===== src/rtl/l2_arbiter.sv =====
// l2_arbiter
//   Shares the single unified L2 cache port between the L1 instruction cache
//   and the L1 data cache. One line-sized transaction is in flight at a time:
//   an I-side read or a D-side read/write is latched into registered L2
//   outputs, held until the L2 completes, and the completion is steered back
//   to the requester that owns the grant. Simultaneous requests are resolved
//   round-robin, and every grant made while both sides were requesting bumps a
//   saturating conflict counter for performance analysis.
//
// Ports
//   clk, reset            system clock; asynchronous active-high reset
//   icache_mem_*          I-side line read request / response
//   dcache_mem_*          D-side line read or write request / response
//   l2arb_mem_*           registered request to L2, L2 read data / completion
//   arb_conflicts         saturating count of grants made under contention
module l2_arbiter #(
  parameter int ADDR_WIDTH = 16,
  parameter int LINE_WIDTH = 128,
  parameter int CNT_WIDTH  = 16
) (
  input  logic                  clk,
  input  logic                  reset,

  input  logic [ADDR_WIDTH-1:0] icache_mem_address,
  input  logic                  icache_mem_read,
  output logic [LINE_WIDTH-1:0] icache_mem_rdata,
  output logic                  icache_mem_resp,

  input  logic [ADDR_WIDTH-1:0] dcache_mem_address,
  input  logic                  dcache_mem_read,
  input  logic                  dcache_mem_write,
  input  logic [LINE_WIDTH-1:0] dcache_mem_wdata,
  output logic [LINE_WIDTH-1:0] dcache_mem_rdata,
  output logic                  dcache_mem_resp,

  output logic [ADDR_WIDTH-1:0] l2arb_mem_address,
  output logic                  l2arb_mem_read,
  output logic                  l2arb_mem_write,
  output logic [LINE_WIDTH-1:0] l2arb_mem_wdata,
  input  logic [LINE_WIDTH-1:0] l2arb_mem_rdata,
  input  logic                  l2arb_mem_resp,

  output logic [CNT_WIDTH-1:0]  arb_conflicts
);

  typedef enum logic [1:0] {
    IDLE    = 2'd0,
    SERVE_I = 2'd1,
    SERVE_D = 2'd2,
    RELEASE = 2'd3
  } state_t;

  state_t state;

  // 1 when the most recent grant went to the D side. Resets to 1 so that the
  // I side wins the very first tie.
  logic last_grant_d;

  logic i_req;
  logic d_req;
  logic grant_i;
  logic grant_d;
  logic both_req;

  assign i_req    = icache_mem_read;
  assign d_req    = dcache_mem_read | dcache_mem_write;
  assign both_req = i_req & d_req;

  // On a tie the side that did not win last time gets the port, so a
  // requester that keeps holding its request waits at most one transaction.
  assign grant_i = i_req & (~d_req | last_grant_d);
  assign grant_d = d_req & (~i_req | ~last_grant_d);

  // Single state machine that also owns every registered L2-side output.
  // The L2 request is captured on the grant edge and then held untouched
  // until the L2 completes, so the L1 may change or drop its inputs freely
  // once granted. A D-side request with both read and write set is treated
  // as a write.
  always_ff @(posedge clk or posedge reset) begin
    if (reset) begin
      state             <= IDLE;
      last_grant_d      <= 1'b1;
      l2arb_mem_address <= '0;
      l2arb_mem_read    <= 1'b0;
      l2arb_mem_write   <= 1'b0;
      l2arb_mem_wdata   <= '0;
      arb_conflicts     <= '0;
    end else begin
      case (state)
        IDLE: begin
          if (grant_i) begin
            state             <= SERVE_I;
            last_grant_d      <= 1'b0;
            l2arb_mem_address <= icache_mem_address;
            l2arb_mem_read    <= 1'b1;
            l2arb_mem_write   <= 1'b0;
          end else if (grant_d) begin
            state             <= SERVE_D;
            last_grant_d      <= 1'b1;
            l2arb_mem_address <= dcache_mem_address;
            l2arb_mem_read    <= dcache_mem_read & ~dcache_mem_write;
            l2arb_mem_write   <= dcache_mem_write;
            l2arb_mem_wdata   <= dcache_mem_wdata;
          end
          if (both_req && (arb_conflicts != '1)) begin
            arb_conflicts <= arb_conflicts + CNT_WIDTH'(1);
          end
        end

        SERVE_I, SERVE_D: begin
          if (l2arb_mem_resp) begin
            state           <= RELEASE;
            l2arb_mem_read  <= 1'b0;
            l2arb_mem_write <= 1'b0;
          end
        end

        // One dead cycle so the L1 that was just answered can drop its
        // request before the arbiter looks at requests again.
        RELEASE: begin
          state <= IDLE;
        end

        default: begin
          state <= IDLE;
        end
      endcase
    end
  end

  // Completion is passed through combinationally in the same cycle the L2
  // answers; a completion arriving outside a serve state reaches nobody.
  assign icache_mem_resp  = l2arb_mem_resp & (state == SERVE_I);
  assign dcache_mem_resp  = l2arb_mem_resp & (state == SERVE_D);
  assign icache_mem_rdata = l2arb_mem_rdata;
  assign dcache_mem_rdata = l2arb_mem_rdata;

endmodule

===== config.mk =====
export PLATFORM = sky130hd
export DESIGN_NAME = l2_arbiter
export DESIGN_NICKNAME = d
export VERILOG_FILES = /design/src/rtl/l2_arbiter.sv
export SDC_FILE = /design/constraint.sdc
export NUM_CORES = 1
export LEC_CHECK = 0
export CAP_MARGIN = 20
export CORE_AREA = 2 2 278 280
export DETAILED_ROUTE_END_ITERATION = 10
export DIE_AREA = 0 0 280 282
export HOLD_SLACK_MARGIN = 0.06
export PLACE_DENSITY = 0.39
export SYNTH_ARGS = -nofsm -noshare
export SYNTH_HDL_FRONTEND = slang
export SYNTH_SLANG_ARGS = --single-unit

===== constraint.sdc =====
create_clock -name clk -period 6.2 [get_ports clk]
set_input_delay 0.62 -clock clk [delete_from_list [all_inputs] [get_ports clk]]
set_output_delay 0.62 -clock clk [all_outputs]
set_load 0.01 [all_outputs]

==> run metrics, run 1 <==
layout cells sized above 1=0.222; initial antenna violation count=1; Post-Route Utilization=0.155; final setup margin=3350 ps; Buf/Inv on CP=2; setup violators final=0; Total Power=5.41 mW; synth top area cells=dfrtp_1, buf_4, mux2_2; setup TNS=0 ps; Setup WS pre-CTS=2740 ps; largest net degree at the start of global routing=106; Sink Count=165; highest-delay cell along the critical path=and3b_4; Yosys top cell by area=dfrtp_1; Seq cells post-synth=165; CP Max Fanout=83; Routed Antenna Nets=0; Net Count, Synth=999; DRC viols=0; vias in the first global route=5378; crit path DAT=3210 ps; Critical Path RT=6560 ps; RSZ-0062 raised after global routing=no; Post-Syn Area=8600 µm²; worst skew pair latency=470 ps; DR WL/cell=13.2 µm; CTS Buf Count=17; Worst path max stage delay=870 ps; root buffer cell=clkbuf_16; first-pass GRT wire length=33800 µm; Vias/cell=2.86; Slew @ Worst Pin=924 ps; via count=5068; Syn. warnings=0; Final nets=1075; Initial Util=0.114; hold crit path type=flip-flop to flip-flop; Hold Vio Cnt, Final=0; Crit. Startpoint=state[0]; Layout Skew=15.6 ps; fin crit period=2850 ps; asr flop ratio synth=1.00; HPWL Detailed=16900 µm; Pleak=4.54 nW; Filler cells=8425; startpoint class of the critical path=flip-flop; gr ovfl total=0; CTS HTree Levels=4; Seq/Total Area, Yosys=0.480; Post-synth EDFFs=0; Slew Limit Fails=0; GRT Util Overall=0.0588; First-pass DRT Iterations=4; post-CTS sizing=0; Worst-path clk slew=80 ps; hold_buf cts=0; clock buffer depth=2; Post CTS Setup Buffer Count=0; Max-Cap Viols=0; status=finished, final reports clean; core area=75700 µm²; Synth cell types=40; Die W=280 µm; CP cell instances=inv_1, ha_1, and3b_4, buf_12, mux2_2; Achievable Freq=0.351 GHz; synthesized area per cell=12.3 µm²; CTS tree=built; relative slew slack=0.384; synth cell count leaders=buf_4, dfrtp_1, mux2_2; Post-Syn Instances=701; Area Growth Syn to Fin=36.0%; hold path start=l2arb_mem_address[3]; Cell Pwr Density=463 nW/µm²; I/O pin cnt=714; most frequent cell after synthesis=buf_4; port bufs=329; Max VDD drop=0.182 mV; overall routed net length=23300 µm; RR Startpoint=state[0]; final instance area=11700 µm²; share of the synthesized area in the top cell type=0.477; top_reg_cell synth=dfrtp_1; delay-heaviest family, CP=simple AND/OR/NAND/NOR gates; Routability Congestion=0.663; Crit Path Class=flip-flop to flip-flop; Initial DRC Count=98; die area=79000 µm²; Placed Area=11100 µm²; Critical Path Sink Type=flip-flop; final worst path period share=0.459; Die H=282 µm; FP Rows=101
[report_power, final]
group / switching, mW / leakage (nW) / total (mW) / internal (mW)
Combinational: 0.906 / 2.26 / 2.39 / 1.49
Sequential: 0.271 / 1.99 / 1.86 / 1.59
Clock: 0.535 / 0.293 / 1.15 / 0.618
Total: 1.71 / 4.54 / 5.41 / 3.70
[worst reg2reg max path: stages, from the launching register on]
cell and delay (ps):
dfrtp_1 400, inv_1 100, ha_1 430, and3b_4 870, buf_12 460, mux2_2 480
[worst paths after layout]
| path | endpoint | slack [ps] | cells past startpoint |
|---|---|---|---|
| worst min register to register | l2arb_mem_address[3] | 490 | 2 |
| worst max register to register | l2arb_mem_wdata[99] | 3350 | 5 |
| worst min-delay path | l2arb_mem_address[3] | 490 | 2 |
| worst max-delay path | l2arb_mem_wdata[99] | 3350 | 5 |
| min in group asynchronous | l2arb_mem_address[5] | 570 | 2 |
| max in group asynchronous | l2arb_mem_wdata[86] | 4490 | 3 |
[state kept, by name, indices dropped and copies added (netlist names)]
name and flops:
state 2, l2arb_mem_address 16, l2arb_mem_wdata 128, last_grant_d 1, arb_conflicts 16, l2arb_mem_write 1
l2arb_mem_read 1
[area by class of cell]
cell class / count / area, µm² / share of cell area
timing repair buffer: 333 / 3360 / 0.287
antenna: 1 / 2.50 / 0.000214
tap: 978 / 1220 / 0.105
sequential: 165 / 4130 / 0.353
inverter: 8 / 35.0 / 0.00300
clock buffer: 19 / 443 / 0.0379
clock inverter: 13 / 160 / 0.0137
multi-input combinational: 252 / 2350 / 0.201
[per-stage QoR]
step / instances / hold WS, ps
2_1_floorplan: 701 / 503
3_3_place_gp: 1735 / 462
3_5_place_dp: 1735 / 473
4_1_cts: 1767 / 492
5_1_grt: 1768 / 513
6_report: 1769 / 486
[cell usage in the layout (no fill, tap or decap), types with 2 or more instances in the layout]
| master | instances |
|---|---|
| ha_1 | 4 |
| nand3_1 | 7 |
| and2_1 | 3 |
| and4_1 | 2 |
| nor3_1 | 4 |
| dfrtp_1 | 164 |
| clkinv_4 | 4 |
| nand2b_1 | 2 |
| nor2_1 | 5 |
| mux2_2 | 129 |
| inv_6 | 5 |
| nand2_1 | 18 |
| xor2_1 | 8 |
| bufinv_16 | 2 |
| clkdlybuf4s50_1 | 329 |
| o21ai_0 | 17 |
| buf_12 | 2 |
| nand4_1 | 4 |
| mux2i_1 | 19 |
| inv_1 | 7 |
| nand4_2 | 2 |
| nor4b_1 | 2 |
| inv_8 | 2 |
| xnor2_1 | 7 |
| nand4b_1 | 2 |
| clkbuf_16 | 17 |
[logic make-up (layout without fill, tap and decap cells)]
family / after synthesis / count (layout) / share of synthesized area
adder cells (fa/ha/maj): 4 / 4 / 0.00582
flip-flops: 165 / 165 / 0.480
AO/OA/AOI/OAI: 26 / 26 / 0.0188
XOR/XNOR: 15 / 15 / 0.0153
buffers and inverters: 284 / 373 / 0.248
other: 0 / 1 / 0
AND/OR/NAND/NOR: 58 / 58 / 0.0393
multiplexers: 149 / 149 / 0.193
[metal layers]
layer  global-route usage  up-vias  part of all wire
li1                     -     2244                 -
met1               0.0594     2393              0.37
met2               0.0866      360              0.44
met3               0.0380       71              0.13
met4               0.0448        0             0.055
met5                    0        -                 0
Power figures use the tool's default switching activity.
==> run 2, diff against run 1 <==
--- a/config.mk
+++ b/config.mk
@@ -6,11 +6,11 @@
 export NUM_CORES = 1
 export LEC_CHECK = 0
 export CAP_MARGIN = 20
-export CORE_AREA = 2 2 278 280
+export CORE_AREA = 2 2 275 277
 export DETAILED_ROUTE_END_ITERATION = 10
-export DIE_AREA = 0 0 280 282
+export DIE_AREA = 0 0 277 279
 export HOLD_SLACK_MARGIN = 0.06
-export PLACE_DENSITY = 0.39
+export PLACE_DENSITY = 0.4
 export SYNTH_ARGS = -nofsm -noshare
 export SYNTH_HDL_FRONTEND = slang
 export SYNTH_SLANG_ARGS = --single-unit
==> constraint.sdc (replaced) <==
create_clock -name clk -period 2.4 [get_ports clk]
set_input_delay 0.24 -clock clk [delete_from_list [all_inputs] [get_ports clk]]
set_output_delay 0.24 -clock clk [all_outputs]
set_load 0.01 [all_outputs]
==> run 2 against run 1 <==
Effect of this change:
- combinational power grew to 2.7 times the previous value
- via count is 0.79% higher
- clock skew is 0.88 ps lower
- total power grew to 2.6 times the previous value
- critical path type is now flip-flop to primary output
- critical endpoint is now dcache_mem_resp
- largest cell class unchanged
- largest power group unchanged
==> run metrics, run 2 (synthesis results as in run 1) <==
status=finished, final reports clean; initial antenna violation count=0; port bufs=329; Internal=9.78 mW; Routability Congestion=0.686; startpoint class of the critical path=flip-flop; First-pass DRT Iterations=4; root buffer cell=clkbuf_16; worst skew pair latency=480 ps; Area Growth Syn to Fin=39.1%; Crit. Startpoint=state[0]; Routed Antenna Nets=0; FP Rows=100; met1 usage=0.0605; most common cell after layout, fill and taps aside=clkdlybuf4s50_1; Comb power frac=0.446; met2 GRT Util=0.0935; max reg flops=128; I/O pin cnt=714; Slew Limit Fails=0; RR Startpoint=arb_conflicts[0]; RSZ-0062 raised after global routing=no; Die W=277 µm; Pleak=4.68 nW; Post CTS Setup Buffer Count=0; CP Max Fanout=3; Filler cells=8240; gr ovfl total=0; crit path DAT=1800 ps; clock buffer depth=2; fin cells=1785; Final nets=1101; relative slew slack=0.592; DRC viols=0; Crit Path Class=flip-flop to primary output; CTS tree=built; r2r setup slk=400 ps; first-pass GRT wire length=34800 µm; Hold Vio Cnt, Final=0; total instance count after detailed placement=1752; footprint of the multi-input gates=2350 µm²; Initial DRC Count=80; worst reg-to-reg path cell count=5; Vias/cell=2.86; overall routed net length=23300 µm; HPWL Detailed=17400 µm; Initial Util=0.116; core area=74100 µm²; Worst-path clk slew=80 ps; final worst path period share=0.849; worst r2r dst=arb_conflicts[1]; Slew @ Worst Pin=607 ps; hold_ws=369 ps; critical path endpoint=dcache_mem_resp; vias in the first global route=5606; DR WL/cell=13.0 µm; die area=77300 µm²; CTS HTree Levels=4; Psw=4.49 mW; switch share=0.315; Layout Skew=14.7 ps; Max-Cap Viols=0; largest net degree at the start of global routing=64; Die H=279 µm; top flop regs=l2arb_mem_wdata x128, arb_conflicts x16, l2arb_mem_address x16; Max VDD drop=0.540 mV; Critical Path Sink Type=primary output; commonest non-fill, non-tap cells in the layout=clkdlybuf4s50_1, dfrtp_1, mux2_2; Achievable Freq=0.491 GHz; fin crit period=2040 ps; layout cells sized above 1=0.246; hold crit path type=input pin to flip-flop; largest register by flop count=l2arb_mem_wdata; GRT Util Overall=0.0609; clock share of power=0.215; setup violators final=0; setup TNS=0 ps; CTS Buf Count=17; Sink Count=165; GR Util met3=0.0370; gr busiest metal=met2; Cell Pwr Density=1190 nW/µm²; power share of the sequential group=0.339; ant diodes=0; via count=5108; Critical Path RT=2160 ps; register area=4130 µm²
## run 2: how the worst min path moves through the flow
stage / start / to / slack [ps] / cells after the start
after global placement: l2arb_mem_address[13] / l2arb_mem_address[13] / 470 / 2
after CTS: dcache_mem_wdata[110] / l2arb_mem_wdata[110] / 320 / 2
final: dcache_mem_wdata[117] / l2arb_mem_wdata[117] / 370 / 2
after detailed placement: l2arb_mem_address[2] / l2arb_mem_address[2] / 470 / 2
after global routing: dcache_mem_wdata[110] / l2arb_mem_wdata[110] / 320 / 2
after floorplan: dcache_mem_wdata[10] / l2arb_mem_wdata[10] / 390 / 1
## run 2: final cells by class
| class | count | share of cell area |
|---|---|---|
| flip-flops and latches | 165 | 0.345 |
| clock buffers | 18 | 0.0367 |
| repair buffers | 359 | 0.302 |
| inverters | 8 | 0.00282 |
| well taps | 969 | 0.101 |
| clock inverters | 14 | 0.0159 |
| multi-input cells | 252 | 0.196 |
## run 2: power groups by stage
stage                     clock network [mW]  logic (mW)  registers (mW)
after global placement                     0        6.46            4.90
final                                   3.07        6.36            4.84
after floorplan                            0        2.78            5.42
after detailed placement                   0        6.48            4.92
after CTS                               3.30        6.51            4.88
after global routing                    3.41        6.80            5.05
## run 2: timing repair
item / in CTS / in global routing
endpoints found under the hold margin: 4 / 0
resized for setup: 0 / 0
hold buffers: 1 / 0
## run 2: per-layer routing
layer  vias up  wire [µm]
li1       2288          -
met1      2394       8380
met2       341      10700
met3        85       2890
met4         0       1290
met5         -          0
## run 2: stage by stage
step	cell area, µm²	utilization	power (mW)	setup slack [ps]
global route	12000	0.161	15.3	180
finish	12000	0.161	14.3	363
floorplan	8600	-	8.20	62.0
global placement	11300	0.153	11.4	306
CTS	12000	0.161	14.7	287
detailed placement	11300	0.153	11.4	269
## run 2: worst max-delay path, stage by stage, from the launching register on
cell and delay, ps:
dfrtp_1 400, inv_1 90, ha_1 130, and2_1 110
clkdlybuf4s50_1 600
